File: config.mk
export PLATFORM = sky130hd
export DESIGN_NAME = uart_tx_arbiter
export DESIGN_NICKNAME = d
export VERILOG_FILES = /design/src/rtl/uart_tx_arbiter.sv
export SDC_FILE = /design/constraint.sdc
export NUM_CORES = 1
export LEC_CHECK = 0
export CAP_MARGIN = 20
export CORE_MARGIN = 2
export CORE_UTILIZATION = 42
export CTS_BUF_LIST = sky130_fd_sc_hd__clkbuf_4 sky130_fd_sc_hd__clkbuf_8
export CTS_CLUSTER_DIAMETER = 50
export DETAILED_ROUTE_END_ITERATION = 12
export DONT_BUFFER_PORTS = 1
export GPL_ROUTABILITY_DRIVEN = 0
export PLACE_DENSITY_LB_ADDON = 0.3
export SLEW_MARGIN = 40
export SYNTH_ARGS = -nofsm -noshare
export SYNTH_HDL_FRONTEND = slang
export SYNTH_SLANG_ARGS = --single-unit
File: constraint.sdc
create_clock -name clk -period 2.4 [get_ports clk]
set_input_delay 0.48 -clock clk [delete_from_list [all_inputs] [get_ports clk]]
set_output_delay 0.48 -clock clk [all_outputs]
set_load 0.005 [all_outputs]
File: src/rtl/uart_tx_arbiter.sv
// Round-robin arbiter that multiplexes byte packets from NUM_REQ requesters onto one
// UART transmit byte stream, with enforced inter-packet gaps and a mid-packet stall timeout.
module uart_tx_arbiter #(
    parameter int NUM_REQ      = 4,
    parameter int GAP_CLKS     = 16,
    parameter int TIMEOUT_CLKS = 1000
) (
    input  logic                   clk,
    input  logic                   areset,
    input  logic [NUM_REQ-1:0]     req_val,
    input  logic [8*NUM_REQ-1:0]   req_data,
    input  logic [NUM_REQ-1:0]     req_last,
    output logic [NUM_REQ-1:0]     req_ready,
    output logic                   tx_val,
    output logic [7:0]             tx_data,
    input  logic                   tx_ready,
    output logic [NUM_REQ-1:0]     grant,
    output logic                   timeout_err,
    input  logic                   err_clr,
    output logic [1:0]             fsm_state
);

    // Handshake: a byte moves on any rising edge where valid && ready are both high;
    // a source holds valid/data/last stable until it sees ready, and ready never
    // depends on anything but the grant register and tx_ready.

    localparam int IW = $clog2(NUM_REQ);
    localparam int SW = $clog2(TIMEOUT_CLKS) + 1;
    localparam int GW = $clog2(GAP_CLKS) + 1;
    localparam logic [SW-1:0] STALL_LAST = SW'(TIMEOUT_CLKS - 1);
    localparam logic [GW-1:0] GAP_LAST   = GW'((GAP_CLKS > 0) ? GAP_CLKS - 1 : 0);

    typedef enum logic [1:0] {
        IDLE = 2'd0,
        SEND = 2'd1,
        GAP  = 2'd2
    } state_t;

    state_t          state;
    logic [IW-1:0]   ptr;
    logic [IW-1:0]   owner;
    logic [SW-1:0]   stall_cnt;
    logic [GW-1:0]   gap_cnt;

    logic            win_found;
    logic [IW-1:0]   win_idx;
    logic            sending;
    logic            owner_val;
    logic            owner_last;
    logic [7:0]      owner_data;
    logic            xfer;
    logic            pkt_done;
    logic            stall_hit;

    // Search starts one past the last owner so every requester gets a turn.
    always_comb begin
        int            c_int;
        logic [IW-1:0] c;
        win_found = 1'b0;
        win_idx   = ptr;
        c_int     = 0;
        c         = '0;
        for (int k = 1; k <= NUM_REQ; k++) begin
            c_int = (int'(ptr) + k) % NUM_REQ;
            c     = IW'(c_int);
            if (!win_found && req_val[c]) begin
                win_found = 1'b1;
                win_idx   = c;
            end
        end
    end

    assign sending    = (state == SEND);
    assign owner_val  = req_val[owner];
    assign owner_last = req_last[owner];
    assign owner_data = req_data[{owner, 3'b000} +: 8];

    assign tx_val     = sending && owner_val;
    assign tx_data    = sending ? owner_data : 8'h00;
    assign req_ready  = (sending && tx_ready) ? grant : '0;

    assign xfer       = tx_val && tx_ready;
    assign pkt_done   = xfer && owner_last;
    // Only an absent byte counts as a stall; backpressure from the UART never does.
    assign stall_hit  = sending && !owner_val && (stall_cnt == STALL_LAST);

    assign fsm_state  = state;

    always_ff @(posedge clk or posedge areset) begin
        if (areset) begin
            state       <= IDLE;
            grant       <= '0;
            owner       <= '0;
            ptr         <= IW'(NUM_REQ - 1);
            stall_cnt   <= '0;
            gap_cnt     <= '0;
            timeout_err <= 1'b0;
        end else begin
            if (stall_hit) begin
                timeout_err <= 1'b1;
            end else if (err_clr) begin
                timeout_err <= 1'b0;
            end

            case (state)
                IDLE: begin
                    if (win_found) begin
                        state     <= SEND;
                        grant     <= NUM_REQ'(1) << win_idx;
                        owner     <= win_idx;
                        stall_cnt <= '0;
                    end
                end
                SEND: begin
                    if (pkt_done || stall_hit) begin
                        ptr       <= owner;
                        grant     <= '0;
                        stall_cnt <= '0;
                        gap_cnt   <= '0;
                        if (GAP_CLKS > 0) begin
                            state <= GAP;
                        end else begin
                            state <= IDLE;
                        end
                    end else if (owner_val) begin
                        stall_cnt <= '0;
                    end else begin
                        stall_cnt <= stall_cnt + 1'b1;
                    end
                end
                GAP: begin
                    if (gap_cnt == GAP_LAST) begin
                        state   <= IDLE;
                        gap_cnt <= '0;
                    end else begin
                        gap_cnt <= gap_cnt + 1'b1;
                    end
                end
                default: begin
                    state <= IDLE;
                    grant <= '0;
                end
            endcase
        end
    end

endmodule

Word-level counts from Yosys, hierarchy flattened
Cells that the tools add are included.
{"block": "totals", "output_inout_bits": 20, "register_bits": 27, "input_bits": 44, "word_cells": 90}
{"block": "classes", "n_shift": 2, "eq_ne": 7, "n_reduce_logical": 24, "n_mux": 38, "n_addsub": 6, "bitwise": 1, "order_cmp": 5}
{"operator": "$mux 11", "n": 3}
{"operator": "$shiftx 32x6->8", "n": 1}
{"operator": "$pmux 11 s2", "n": 1}
{"operator": "$lt 2x3->1 const B", "n": 5}
{"operator": "$mux 2", "n": 7}
{"operator": "$bmux 1 s2", "n": 6}
{"operator": "$mux 1", "n": 12}
{"operator": "$mux 4", "n": 3}
{"operator": "$pmux 4 s3", "n": 1}
{"operator": "$add 11x1->11 const B", "n": 1}
{"operator": "$eq 11x10->1 const B", "n": 1}
{"operator": "$mux 5", "n": 2}
{"operator": "$pmux 5 s2", "n": 1}
{"operator": "$logic_and 1x1->1", "n": 9}
{"operator": "$mux 8", "n": 1}
{"operator": "$reduce_and 2->1", "n": 4}
{"operator": "$pmux 2 s3", "n": 1}
{"operator": "$reduce_and 3->1", "n": 2}
{"operator": "$reduce_bool 2->1", "n": 3}
{"operator": "$add 5x1->5 const B", "n": 1}
{"operator": "$eq 5x4->1 const B", "n": 1}
{"operator": "$add 2x1->2 const B", "n": 2}
{"operator": "$add 2x2->2 const B", "n": 2}
{"operator": "$logic_not 1->1", "n": 4}
{"operator": "8 further kinds", "n": 9}

Depth between registers and ports, before layout
Gate-level depths: netlist of run 1.
{"block": "logic_depth", "word_depth": 16, "depth_mapped": 7, "mapped_depth_nobuf": 6}

Worst setup path after synthesis of run 1
OpenSTA, ideal clock, no wires.
{"block": "synth_path", "kind": "reg-to-output", "from": "reg owner[0]", "to": "out tx_data[0]", "t_arrival_ps": 1373, "required_ps": 1920, "slack_ps": 547, "stages_incl_launch_ff": 4, "path_cell_list": "dfrtp_1 -> buf_2 -> mux4_2 -> and2_1"}
{"block": "synth_via", "elab_chain_len": 2}
{"item": "start: declaration", "line_no": "41", "source": "logic [IW-1:0] owner;"}
{"item": "start signal: assignment", "line_no": "110", "source": "owner <= win_idx;"}
{"item": "$shiftx 32x6->8", "line_no": "76", "source": "assign owner_data = req_data[{owner, 3'b000} +: 8];"}
{"item": "$mux 8", "line_no": "79", "source": "assign tx_data = sending ? owner_data : 8'h00;"}
{"item": "end: declaration", "line_no": "15", "source": "output logic [7:0] tx_data,"}
Every way passes these cells.

Worst setup path after layout of run 1
Same ends and word-level chain as after synthesis.

==> results.md, run 1 <==
- Synthesized-area fraction occupied by adder cells: 1.44%
- Sequence of cells on the critical path: buf_4 > mux4_2 > and2_1
- CTS root buf: sky130_fd_sc_hd__clkbuf_8
- Type of the setup path with the least slack: flop to output port
- Fraction of final layout cells sized beyond drive strength 1: 15.7%
- Number of buffers inserted by post-CTS setup repair: 0
- Resize count post-CTS: 0
- Largest buffer count on any clock path: 2
- Number of global-route vias before repair: 1250
- Hold buffer count at CTS: 0
- Number of pins with negative max-slew slack in the final report: 0
- Final non-filler cell total: 228
- Row count: 23
- Syn Nets: 222
- #FFs+latches synth: 27
- Total die area: 0.00468 sq mm
- Crit path DAT: 1.61 ns
- Number of instances in the placed design: 224
- Antenna violations before repair: 0
- Clock tree from TritonCTS: built
- CP Max Fanout: 12
- Net switching fraction of the power: 41.1%
- Overflow after GRT: 0
- Number of cells produced by synthesis: 176
- Die H: 68.4 um
- Data required, critical path: 1.92 ns
- Maximum number of pins on one net before global-route repair: 28
- Final clock period utilization by the worst path: 87.3%
- Primary FF master, synth: sky130_fd_sc_hd__dfrtp_1
- Hold WS: 0.142 ns
- CP delay by family, top: multiplexers
- Clock slew seen by the registers of the worst setup and hold paths: 0.10 ns
- First drt pass iteration count: 4
- Tot Pwr: 0.00195 W
- Comb pwr share: 49.3%
- XOR/XNOR share of the synthesized area: 2.01%
- Port bufs: 0
- Htree depth: 1
- Minimum clock period after layout: 2.09 ns
- Source-to-sink clock delay at the later pin of the worst-skew pair: 0.27 ns
- Tightest Hold Check Type: primary input to asynchronous set/reset pin
- Setup TNS: 0 ns
- Detailed placer's ending HPWL: 2.97 mm
- Simple-Gate Fraction of Synth Area: 22.8%
- Iter 0 DRT Violations: 37
- Share of the synthesized area in compound gates (AO/OA/AOI/OAI): 16.6%
- Post-synthesis mux area share: 14.7%
- RSZ-0062 raised after global routing: false
- Power density over cell area: 1050 mW/mm^2
- Clock share of power: 13.5%
- Portion of total power attributed to sequential cells: 37.2%
- First-pass GRT wire length: 5.58 mm
- Total vias in the final route: 1354
- Cell area after synthesis: 0.00174 sq mm
- Result of the run: completed
- CORE AREA: 0.00400 sq mm
- Largest family of logic cells by synthesized area: simple AND/OR/NAND/NOR gates
- Final ANT Viol Nets: 0
- Worst Skew: 0.00491 ns
- Sink count of the clock tree: 27
- Num ports: 64
- Residual DRC count: 0
- DR WL/cell: 16.6 um
- Number of enable-type register cells in the synthesized netlist: 0
- TritonCTS buffer count: 3
- Crit end category: output port
- Worst relative slew slack: 52.0%
- Aggregate global-route resource usage: 15.9%
- Final-report setup violation count: 0
- # diodes: 0
- Mapped Avg Cell Area: 9.90 sq um
- F_max: 477 MHz
- Layout net count: 225
- Share of the yosys chip area belonging to registers: 38.9%
- Startpoint Class: flop
- Starting density of the core: 43.6%
- Count of unique library cells instantiated by Yosys: 43
- Number of max-capacitance violations reported: 0
- Die boundary width: 68.4 um
- Delay contributed by the slowest stage of the critical path: 0.52 ns
- Transition time at the pin with the least slew margin: 0.719 ns
- Layout-stage area growth over the synthesis result: 6.46%
- Cell leakage power: 0.802 nW
- Routed via count divided by cell count: 5.94
- Design internal power: 0.00115 W
- Peak ir drop on the vdd network: 396 uV
- Total Wirelength: 3.79 mm
- Hold Vio Cnt, Final: 0
- Library cell contributing the largest single delay on the critical path: sky130_fd_sc_hd__mux4_2
- Synth async-reset ratio: 100%
- Buffering stage count on the worst path with inverters included: 1
- Yosys warnings: 0
- Net switching component of the power: 0.000802 W
==> flip-flops by register name (all words and copies together) (netlist names) <==
signal       count
fsm_state        2
gap_cnt          5
grant            4
owner            2
ptr              2
stall_cnt       11
timeout_err      1
==> worst paths after layout <==
path	cells after the start	end	startpoint	slack, ns
setup / recovery	3	tx_data[0]	owner[0]	0.31
hold / removal	2	gap_cnt[0]	areset	0.14
setup reg to reg	6	stall_cnt[3]	stall_cnt[0]	0.41
hold reg to reg	2	ptr[1]	ptr[1]	0.51
max in group asynchronous	2	ptr[0]	areset	1.96
min in group clk	1	timeout_err	err_clr	0.31
==> cell usage in the layout (no fill, tap or decap), drive strengths merged, types with 4 or more instances in the layout <==
master,synthesis,routed
dfrtp,25,25
nor2,15,15
nand2,14,14
o21ai,11,11
mux4,9,9
and2,9,9
nand3,9,9
and3,7,7
inv,7,7
nor3,7,7
nand2b,6,6
a21o,5,5
a22o,5,5
buf,3,5
xnor2,4,4
a21oi,4,4
==> synthesized netlist by cell type (4+ instances only) <==
cell type / instances / area share [%]
sky130_fd_sc_hd__nand2b_1: 6 / 2.2
sky130_fd_sc_hd__nand2_1: 14 / 3.0
sky130_fd_sc_hd__mux4_2: 9 / 12
sky130_fd_sc_hd__clkbuf_1: 4 / 0.86
sky130_fd_sc_hd__o21ai_0: 8 / 2.3
sky130_fd_sc_hd__and3_1: 7 / 2.5
sky130_fd_sc_hd__a21o_1: 5 / 2.2
sky130_fd_sc_hd__and2_1: 9 / 3.2
sky130_fd_sc_hd__a22o_1: 5 / 2.5
sky130_fd_sc_hd__xnor2_1: 4 / 2.0
sky130_fd_sc_hd__nand3_1: 8 / 2.3
sky130_fd_sc_hd__a21oi_1: 4 / 1.1
sky130_fd_sc_hd__dfrtp_1: 25 / 36
sky130_fd_sc_hd__nor3_1: 6 / 1.7
sky130_fd_sc_hd__inv_1: 7 / 1.5
sky130_fd_sc_hd__nor2_1: 15 / 3.2
==> cell type report <==
type / instances / area (sq um)
fillers: 373 / 2140
multi-input cells: 135 / 1000
flip-flops and latches: 27 / 678
well taps: 50 / 62.6
clock buffers: 3 / 41.3
repair buffers: 5 / 37.5
inverters: 7 / 26.3
clock inverters: 1 / 7.51
==> stage by stage <==
stage / setup slack (ns) / cell area [sq um] / utilization [%]
floorplan: 0.547 / 1740 / -
global placement: 0.496 / 1810 / 45.2
finish: 0.305 / 1860 / 46.4
detailed placement: 0.429 / 1810 / 45.2
global route: 0.188 / 1860 / 46.4
CTS: 0.280 / 1860 / 46.4
==> power groups by stage <==
stage / clock network [W] / registers (W) / logic (W)
floorplan: 0 / 0.000677 / 0.000830
global placement: 0 / 0.000728 / 0.000935
detailed placement: 0 / 0.000736 / 0.000967
CTS: 0.000273 / 0.000727 / 0.000969
global route: 0.000297 / 0.000751 / 0.00108
finish: 0.000263 / 0.000726 / 0.000961
==> cell families after synthesis <==
logic type               Yosys count
AND/OR/NAND/NOR                   75
AO/OA/AOI/OAI                     40
flip-flops                        27
buffers and inverters             14
multiplexers                      14
XOR/XNOR                           4
adder cells (fa/ha/maj)            2
==> routing by layer <==
metal | GRT usage (%) | part of all wire (%) | up-vias
met3 | 3.62 | 5.7 | 2
met5 | 0 | 0 | -
met1 | 19.7 | 42 | 651
met4 | 3.00 | 0.50 | 0
li1 | - | - | 655
met2 | 28.0 | 52 | 46
(Power assumes the default switching activity.)
==> run 2, diff against run 1 <==
CORE_UTILIZATION = 64   (was 42)
CTS_CLUSTER_DIAMETER = 120   (was 50)
==> run 2 against run 1 <==
Die area down 33%. Cell count fell by 8.8%. Non-clock buffer count is the same. Maximum frequency decreased by 3.3%. Via count rose by 5.2%. Count of clock-buffer cells in the layout grew 1. Sequential cell count stayed put. Clock skew fell by 0.00090 ns. Core utilization is 25 points higher. Global-route usage increased by 9.8 points. Final area fell by 2.4%. Combinational power grew 2%.
==> results.md, run 2 (synthesis gave the netlist of run 1 again) <==
- Result of the run: completed
- Peak ir drop on the vdd network: 901 uV (+130%)
- Largest buffer count on any clock path: 2 (unchanged)
- Num ports: 64 (unchanged)
- Layout net count: 225 (unchanged)
- Buffering stage count on the worst path with inverters included: 1 (unchanged)
- Most frequent cells in the layout: sky130_fd_sc_hd__dfrtp_1 (25), sky130_fd_sc_hd__nor2_1 (15), sky130_fd_sc_hd__nand2_1 (14)
- Fraction of final layout cells sized beyond drive strength 1: 15.7% (unchanged)
- Worst Skew: 0.00402 ns (-0.000896 ns)
- Resize count post-CTS: 0 (unchanged)
- Final clock period utilization by the worst path: 90.2% (+3.0 points)
- Clock share of power: 10.7% (-2.8 points)
- Design internal power: 0.00111 W (-3.6%)
- Final non-filler cell total: 208 (-8.8%)
- Library cell contributing the largest single delay on the critical path: sky130_fd_sc_hd__mux4_2
- Crit path DAT: 1.69 ns (+0.08 ns)
- Power density over cell area: 1050 mW/mm^2 (+0.14%)
- Sequence of cells on the critical path: buf_4 > mux4_2 > and2_1
- Registers with the most flip-flops: stall_cnt x11, gap_cnt x5, grant x4
- Htree depth: 1 (unchanged)
- Antenna violations before repair: 0 (unchanged)
- First drt pass iteration count: 4 (unchanged)
- Maximum number of pins on one net before global-route repair: 28 (unchanged)
- Number of buffers inserted by post-CTS setup repair: 0 (unchanged)
- Number of max-capacitance violations reported: 0 (unchanged)
- # diodes: 0 (unchanged)
- Residual DRC count: 0 (unchanged)
- Port bufs: 0 (unchanged)
- Row count: 18 (-22%)
- F_max: 462 MHz (-3.3%)
- Largest register by flop count: stall_cnt
- Startpoint Class: flop
- Number of filler cells placed in the layout: 184 (-51%)
- Commonest non-fill, non-tap cell in the layout: sky130_fd_sc_hd__dfrtp_1
- Reg2reg setup slack: 0.39 ns (-0.02 ns)
- Portion of total power attributed to sequential cells: 38.1% (+0.9 points)
- Detailed placer's ending HPWL: 2.99 mm (+0.80%)
- Worst relative slew slack: 57.0% (+5.0 points)
- Tot Pwr: 0.00191 W (-2.2%)
- CTS root buf: sky130_fd_sc_hd__clkbuf_4
- Number of pins with negative max-slew slack in the final report: 0 (unchanged)
- Setup TNS: 0 ns (unchanged)
- Source-to-sink clock delay at the later pin of the worst-skew pair: 0.32 ns (+0.05 ns)
- Starting density of the core: 69.1% (+26 points)
- Total stage count of the critical path: 3 (unchanged)
- RSZ-0062 raised after global routing: false
- Combined flip-flop and latch cell area: 678 sq um (unchanged)
- First-pass GRT wire length: 6.35 mm (+14%)
- CP delay by family, top: multiplexers
- CP Max Fanout: 12 (unchanged)
- Hold Vio Cnt, Final: 0 (unchanged)
- Clock slew seen by the registers of the worst setup and hold paths: 0.14 ns (+0.04 ns)
- Max reg flops: 11 (unchanged)
- Hold buffer count at CTS: 0 (unchanged)
- CORE AREA: 0.00252 sq mm (-37%)
- Tightest Hold Check Type: primary input to asynchronous set/reset pin
- TritonCTS buffer count: 3 (unchanged)
- Iter 0 DRT Violations: 103 (+180%)
- Crit end category: output port
- Net switching component of the power: 0.000799 W (-0.29%)
- Aggregate global-route resource usage: 25.6% (+9.8 points)
- Final ANT Viol Nets: 0 (unchanged)
- Total vias in the final route: 1425 (+5.2%)
- Routed via count divided by cell count: 6.85 (+15%)
- Sink count of the clock tree: 27 (unchanged)
- Layout-stage area growth over the synthesis result: 3.95%
- Cell leakage power: 0.799 nW (-0.41%)
- Overflow after GRT: 0 (unchanged)
- Worst reg2reg path depth: 6 (unchanged)
- Transition time at the pin with the least slew margin: 0.645 ns (-0.0744 ns)
- Total die area: 0.00316 sq mm (-33%)
- Data required, critical path: 1.92 ns (about the same)
- Die boundary width: 56.2 um (-18%)
- Comb pwr share: 51.2% (+1.9 points)
- Net switching fraction of the power: 41.9% (+0.82 points)
- DR WL/cell: 18.3 um (+10%)
- Area taken by multi-input logic gates: 0.00100 sq mm (unchanged)
- Number of global-route vias before repair: 1453 (+16%)
- Die H: 56.2 um (-18%)
- Delay contributed by the slowest stage of the critical path: 0.52 ns (about the same)
- Type of the setup path with the least slack: flop to output port
- Final-report setup violation count: 0 (unchanged)
- Clock tree from TritonCTS: built
- Number of instances in the placed design: 204 (-8.9%)
- Minimum clock period after layout: 2.17 ns (+0.0709 ns)
- Total Wirelength: 3.80 mm (+0.34%)
## run 2: metrics by stage
step                hold WS (ns)  instance area (sq um)  worst slack (ns)  utilization, %
CTS                       0.0884                   1810             0.227            71.8
finish                    0.0802                   1810             0.234            71.8
global route              0.0961                   1810             0.156            71.8
global placement           0.445                   1780             0.513            70.6
detailed placement         0.452                   1780             0.430            70.6
floorplan                  0.476                   1740             0.547               -
## run 2: area by class of cell
type | instances | share of cell area, %
Clock buffer | 4 | 1.66
Tap cell | 30 | 2.07
Multi-Input combinational cell | 135 | 55.3
Inverter | 7 | 1.45
Sequential cell | 27 | 37.4
Timing Repair Buffer | 5 | 2.07
## run 2: final timing paths
check | start | endpoint
max in group asynchronous | areset | ptr[1]
max reg2reg | stall_cnt[0] | stall_cnt[3]
min | areset | gap_cnt[0]
min in group clk | err_clr | timeout_err
min reg2reg | ptr[1] | ptr[1]
max | owner[0] | tx_data[3]
## run 2: power by group through the flow
stage,clock network (W),logic (W),registers (W)
floorplan,0,0.000830,0.000677
global placement,0,0.000926,0.000724
detailed placement,0,0.000971,0.000734
CTS,0.000209,0.000975,0.000725
global route,0.000223,0.00108,0.000746
finish,0.000204,0.000976,0.000727
## run 2: metal layers
metal	vias to the layer above	global-route usage [%]	wire length [um]	share of wire [%]
met3	7	3.95	283	7.5
met2	71	44.7	1950	51
met5	-	0	0	0
met1	688	31.2	1490	39
met4	0	11.2	74	1.9
li1	659	-	-	-
==> run 3, diff against run 2 <==
ABC_AREA = 1   (was default)
CTS_CLUSTER_DIAMETER = default   (was 120)
==> run 3 against run 2 <==
Core utilization fell by 1.4 points. Largest power group unchanged. Via count increased by 41%. Combinational power up 65%.
==> results.md, run 3 <==
- Result of the run: completed
- TritonCTS buffer count: 3 (unchanged)
- XOR/XNOR share of the synthesized area: 2.08% (+0.075 points)
- Net switching fraction of the power: 54.3% (+12 points)
- Count of unique library cells instantiated by Yosys: 27 (-37%)
- Clock slew seen by the registers of the worst setup and hold paths: 0.16 ns (+0.02 ns)
- Comb pwr share: 63.0% (+12 points)
- Cell leakage power: 1.02 nW (+27%)
- Mapped Avg Cell Area: 6.48 sq um (-35%)
- Total vias in the final route: 2013 (+41%)
- Htree depth: 1 (unchanged)
- Synth async-reset ratio: 100% (unchanged)
- Routed via count divided by cell count: 5.47 (-20%)
- Type of the setup path with the least slack: flop to output port
- Final ANT Viol Nets: 0 (unchanged)
- Startpoint Class: flop
- Data required, critical path: 1.92 ns (about the same)
- Portion of total power attributed to sequential cells: 29.0% (-9.1 points)
- Cell type with the largest total area after synthesis: sky130_fd_sc_hd__dfrtp_1
- Number of cells produced by synthesis: 324 (+84%)
- Largest family of logic cells by synthesized area: simple AND/OR/NAND/NOR gates
- Worst Skew: 0.0192 ns (+0.0152 ns)
- Num ports: 64 (unchanged)
- Number of enable-type register cells in the synthesized netlist: 0 (unchanged)
- Maximum number of pins on one net before global-route repair: 28 (unchanged)
- Portion of synthesized cell area occupied by the leading cell type: 29.8% (-6.1 points)
- Number of global-route vias before repair: 1706 (+17%)
- Tightest Hold Check Type: primary input to asynchronous set/reset pin
- Detailed placer's ending HPWL: 3.34 mm (+12%)
- Sink count of the clock tree: 27 (unchanged)
- Crit end category: output port
- Share of the synthesized area in compound gates (AO/OA/AOI/OAI): 12.8% (-3.8 points)
- Final standard cell area without fillers: 0.00217 sq mm (+20%)
- Peak ir drop on the vdd network: 713 uV (-21%)
- F_max: 494 MHz (+7.1%)
- Iter 0 DRT Violations: 86 (-17%)
- Final-report setup violation count: 0 (unchanged)
- Number of pins with negative max-slew slack in the final report: 0 (unchanged)
- Overflow after GRT: 0 (unchanged)
- Aggregate global-route resource usage: 25.1% (-0.55 points)
- Source-to-sink clock delay at the later pin of the worst-skew pair: 0.34 ns (+0.02 ns)
- Resize count post-CTS: 0 (unchanged)
- CP Max Fanout: 13 (+1)
- CTS root buf: sky130_fd_sc_hd__clkbuf_4
- Hold WS: 0.0553 ns (-0.0249 ns)
- Hold Vio Cnt, Final: 0 (unchanged)
- Clock share of power: 8.0% (-2.7 points)
- CORE AREA: 0.00308 sq mm (+22%)
- Post-synthesis mux area share: 0% (-15 points)
- Row count: 20 (+2)
- Number of buffers inserted by post-CTS setup repair: 0 (unchanged)
- Share of the yosys chip area belonging to registers: 32.3% (-6.6 points)
- Commonest non-fill, non-tap cell in the layout: sky130_fd_sc_hd__nand2_1
- First drt pass iteration count: 4 (unchanged)
- Cell types with the highest counts after synthesis: sky130_fd_sc_hd__nand2_1 (75), sky130_fd_sc_hd__nor2_1 (62), sky130_fd_sc_hd__inv_1 (30)
- Die H: 61.3 um (+9.1%)
- Setup TNS: 0 ns (unchanged)
- Number of filler cells placed in the layout: 272 (+48%)
- Transition time at the pin with the least slew margin: 0.406 ns (-0.239 ns)
- Minimum clock period after layout: 2.02 ns (-0.143 ns)
- Number of max-capacitance violations reported: 0 (unchanged)
- Top area cells in the synthesized netlist: sky130_fd_sc_hd__dfrtp_1 (30%), sky130_fd_sc_hd__nand2_1 (13%), sky130_fd_sc_hd__nor2_1 (11%), sky130_fd_sc_hd__nand3_1 (6.0%), sky130_fd_sc_hd__inv_1 (5.4%)
- Most frequent cell after synthesis: sky130_fd_sc_hd__nand2_1
- Most frequent cells in the layout: sky130_fd_sc_hd__nand2_1 (75), sky130_fd_sc_hd__nor2_1 (62), sky130_fd_sc_hd__inv_1 (30)
- Reg2reg setup slack: 0.54 ns (+0.15 ns)
- Total Wirelength: 4.32 mm (+14%)
- Fraction of final layout cells sized beyond drive strength 1: 14.5% (-1.2 points)
- Worst relative slew slack: 72.9% (+16 points)
- Simple-Gate Fraction of Synth Area: 42.5% (+20 points)
- Starting density of the core: 68.3% (-0.85 points)
- Synthesized-area fraction occupied by adder cells: 1.19% (-0.24 points)
- DR WL/cell: 11.7 um (-36%)
- Yosys warnings: 0 (unchanged)
- Primary FF master, synth: sky130_fd_sc_hd__dfrtp_1
- Layout-stage area growth over the synthesis result: 3.16%
- Antenna violations before repair: 0 (unchanged)
- Syn Nets: 370 (+67%)
- Largest register by flop count: stall_cnt
- Port bufs: 0 (unchanged)
- Registers with the most flip-flops: stall_cnt x11, gap_cnt x5, grant x4
- # diodes: 0 (unchanged)
- Residual DRC count: 0 (unchanged)
- Layout net count: 371 (+65%)
- RSZ-0062 raised after global routing: false
- Crit path DAT: 1.54 ns (-0.15 ns)
- Total die area: 0.00376 sq mm (+19%)
- Die boundary width: 61.3 um (+9.1%)
- Net switching component of the power: 0.00139 W (+74%)
- Hold buffer count at CTS: 0 (unchanged)
- Post-Place Cell Area: 0.00214 sq mm (+20%)
- Largest buffer count on any clock path: 2 (unchanged)
- #FFs+latches synth: 27 (unchanged)
- Clock tree from TritonCTS: built
- Max reg flops: 11 (unchanged)
- Power density over cell area: 1180 mW/mm^2 (+12%)
- Cell area after synthesis: 0.00210 sq mm (+21%)
- Final clock period utilization by the worst path: 84.3% (-6.0 points)
- First-pass GRT wire length: 7.17 mm (+13%)
- Design internal power: 0.00117 W (+5.4%)
-- run 3: changes by cell type in the layout (fill, tap and decap cells not counted), moves of 13 or more --
cell	previous run	this run
sky130_fd_sc_hd__inv_1	7	30
sky130_fd_sc_hd__nand2_1	14	75
sky130_fd_sc_hd__nand2_2	0	13
sky130_fd_sc_hd__nand3_1	8	25
sky130_fd_sc_hd__nor2_1	15	62
sky130_fd_sc_hd__o21ai_0	8	22
-- run 3: power by group through the flow --
stage / clock network (W) / registers, W / logic [W]
6_report: 0.000204 / 0.000743 / 0.00161
3_5_place_dp: 0 / 0.000753 / 0.00161
2_1_floorplan: 0 / 0.000675 / 0.00143
3_3_place_gp: 0 / 0.000750 / 0.00159
4_1_cts: 0.000213 / 0.000743 / 0.00161
5_1_grt: 0.000231 / 0.000767 / 0.00183
-- run 3: cell type report --
class / instances / area, sq um / share of cell area [%]
Multi-Input combinational cell: 253 / 1230 / 56.8
Sequential cell: 27 / 678 / 31.3
Inverter: 36 / 143 / 6.58
Tap cell: 44 / 55.1 / 2.54
Timing Repair Buffer: 4 / 30.0 / 1.39
Clock buffer: 3 / 22.5 / 1.04
Clock inverter: 1 / 7.51 / 0.346
-- run 3: path summary, 6_finish.rpt --
kind | endpoint | depth (start not counted) | from
worst max-delay path | req_ready[1] | 6 | fsm_state[1]
worst min-delay path | gap_cnt[0] | 2 | areset
worst max register to register | stall_cnt[2] | 10 | ptr[0]
worst min register to register | gap_cnt[0] | 1 | gap_cnt[0]
max in group asynchronous | ptr[1] | 2 | areset
min in group clk | timeout_err | 1 | err_clr
-- run 3: worst max-delay path: stages (launching register included) --
cell and delay [ns]:
sky130_fd_sc_hd__dfrtp_1 0.44, sky130_fd_sc_hd__inv_1 0.08, sky130_fd_sc_hd__nand2_1 0.05, sky130_fd_sc_hd__buf_4 0.18
sky130_fd_sc_hd__nor2_1 0.19, sky130_fd_sc_hd__inv_1 0.11, sky130_fd_sc_hd__nor2_1 0.13
-- run 3: logic make-up after synthesis --
family,count (synthesis)
compound gates,51
xor+xnor,5
fa+ha+maj,2
buf+inv,44
flops,27
simple gates,195
-- run 3: stage by stage --
stage / util, % / power (W) / setup slack, ns / cells
floorplan: - / 0.00211 / 0.802 / 324
global placement: 69.4 / 0.00234 / 0.635 / 364
detailed placement: 69.4 / 0.00236 / 0.617 / 364
CTS: 70.4 / 0.00257 / 0.368 / 368
global route: 70.4 / 0.00283 / 0.223 / 368
finish: 70.4 / 0.00256 / 0.377 / 368
-- run 3: layer usage --
layer  up-vias  global-route usage, %  wire [um]
met5         -                      0          0
met4         0                   5.59         36
li1       1033                      -          -
met2        64                   42.1       2000
met1       911                   33.7       2010
met3         5                   4.83        267
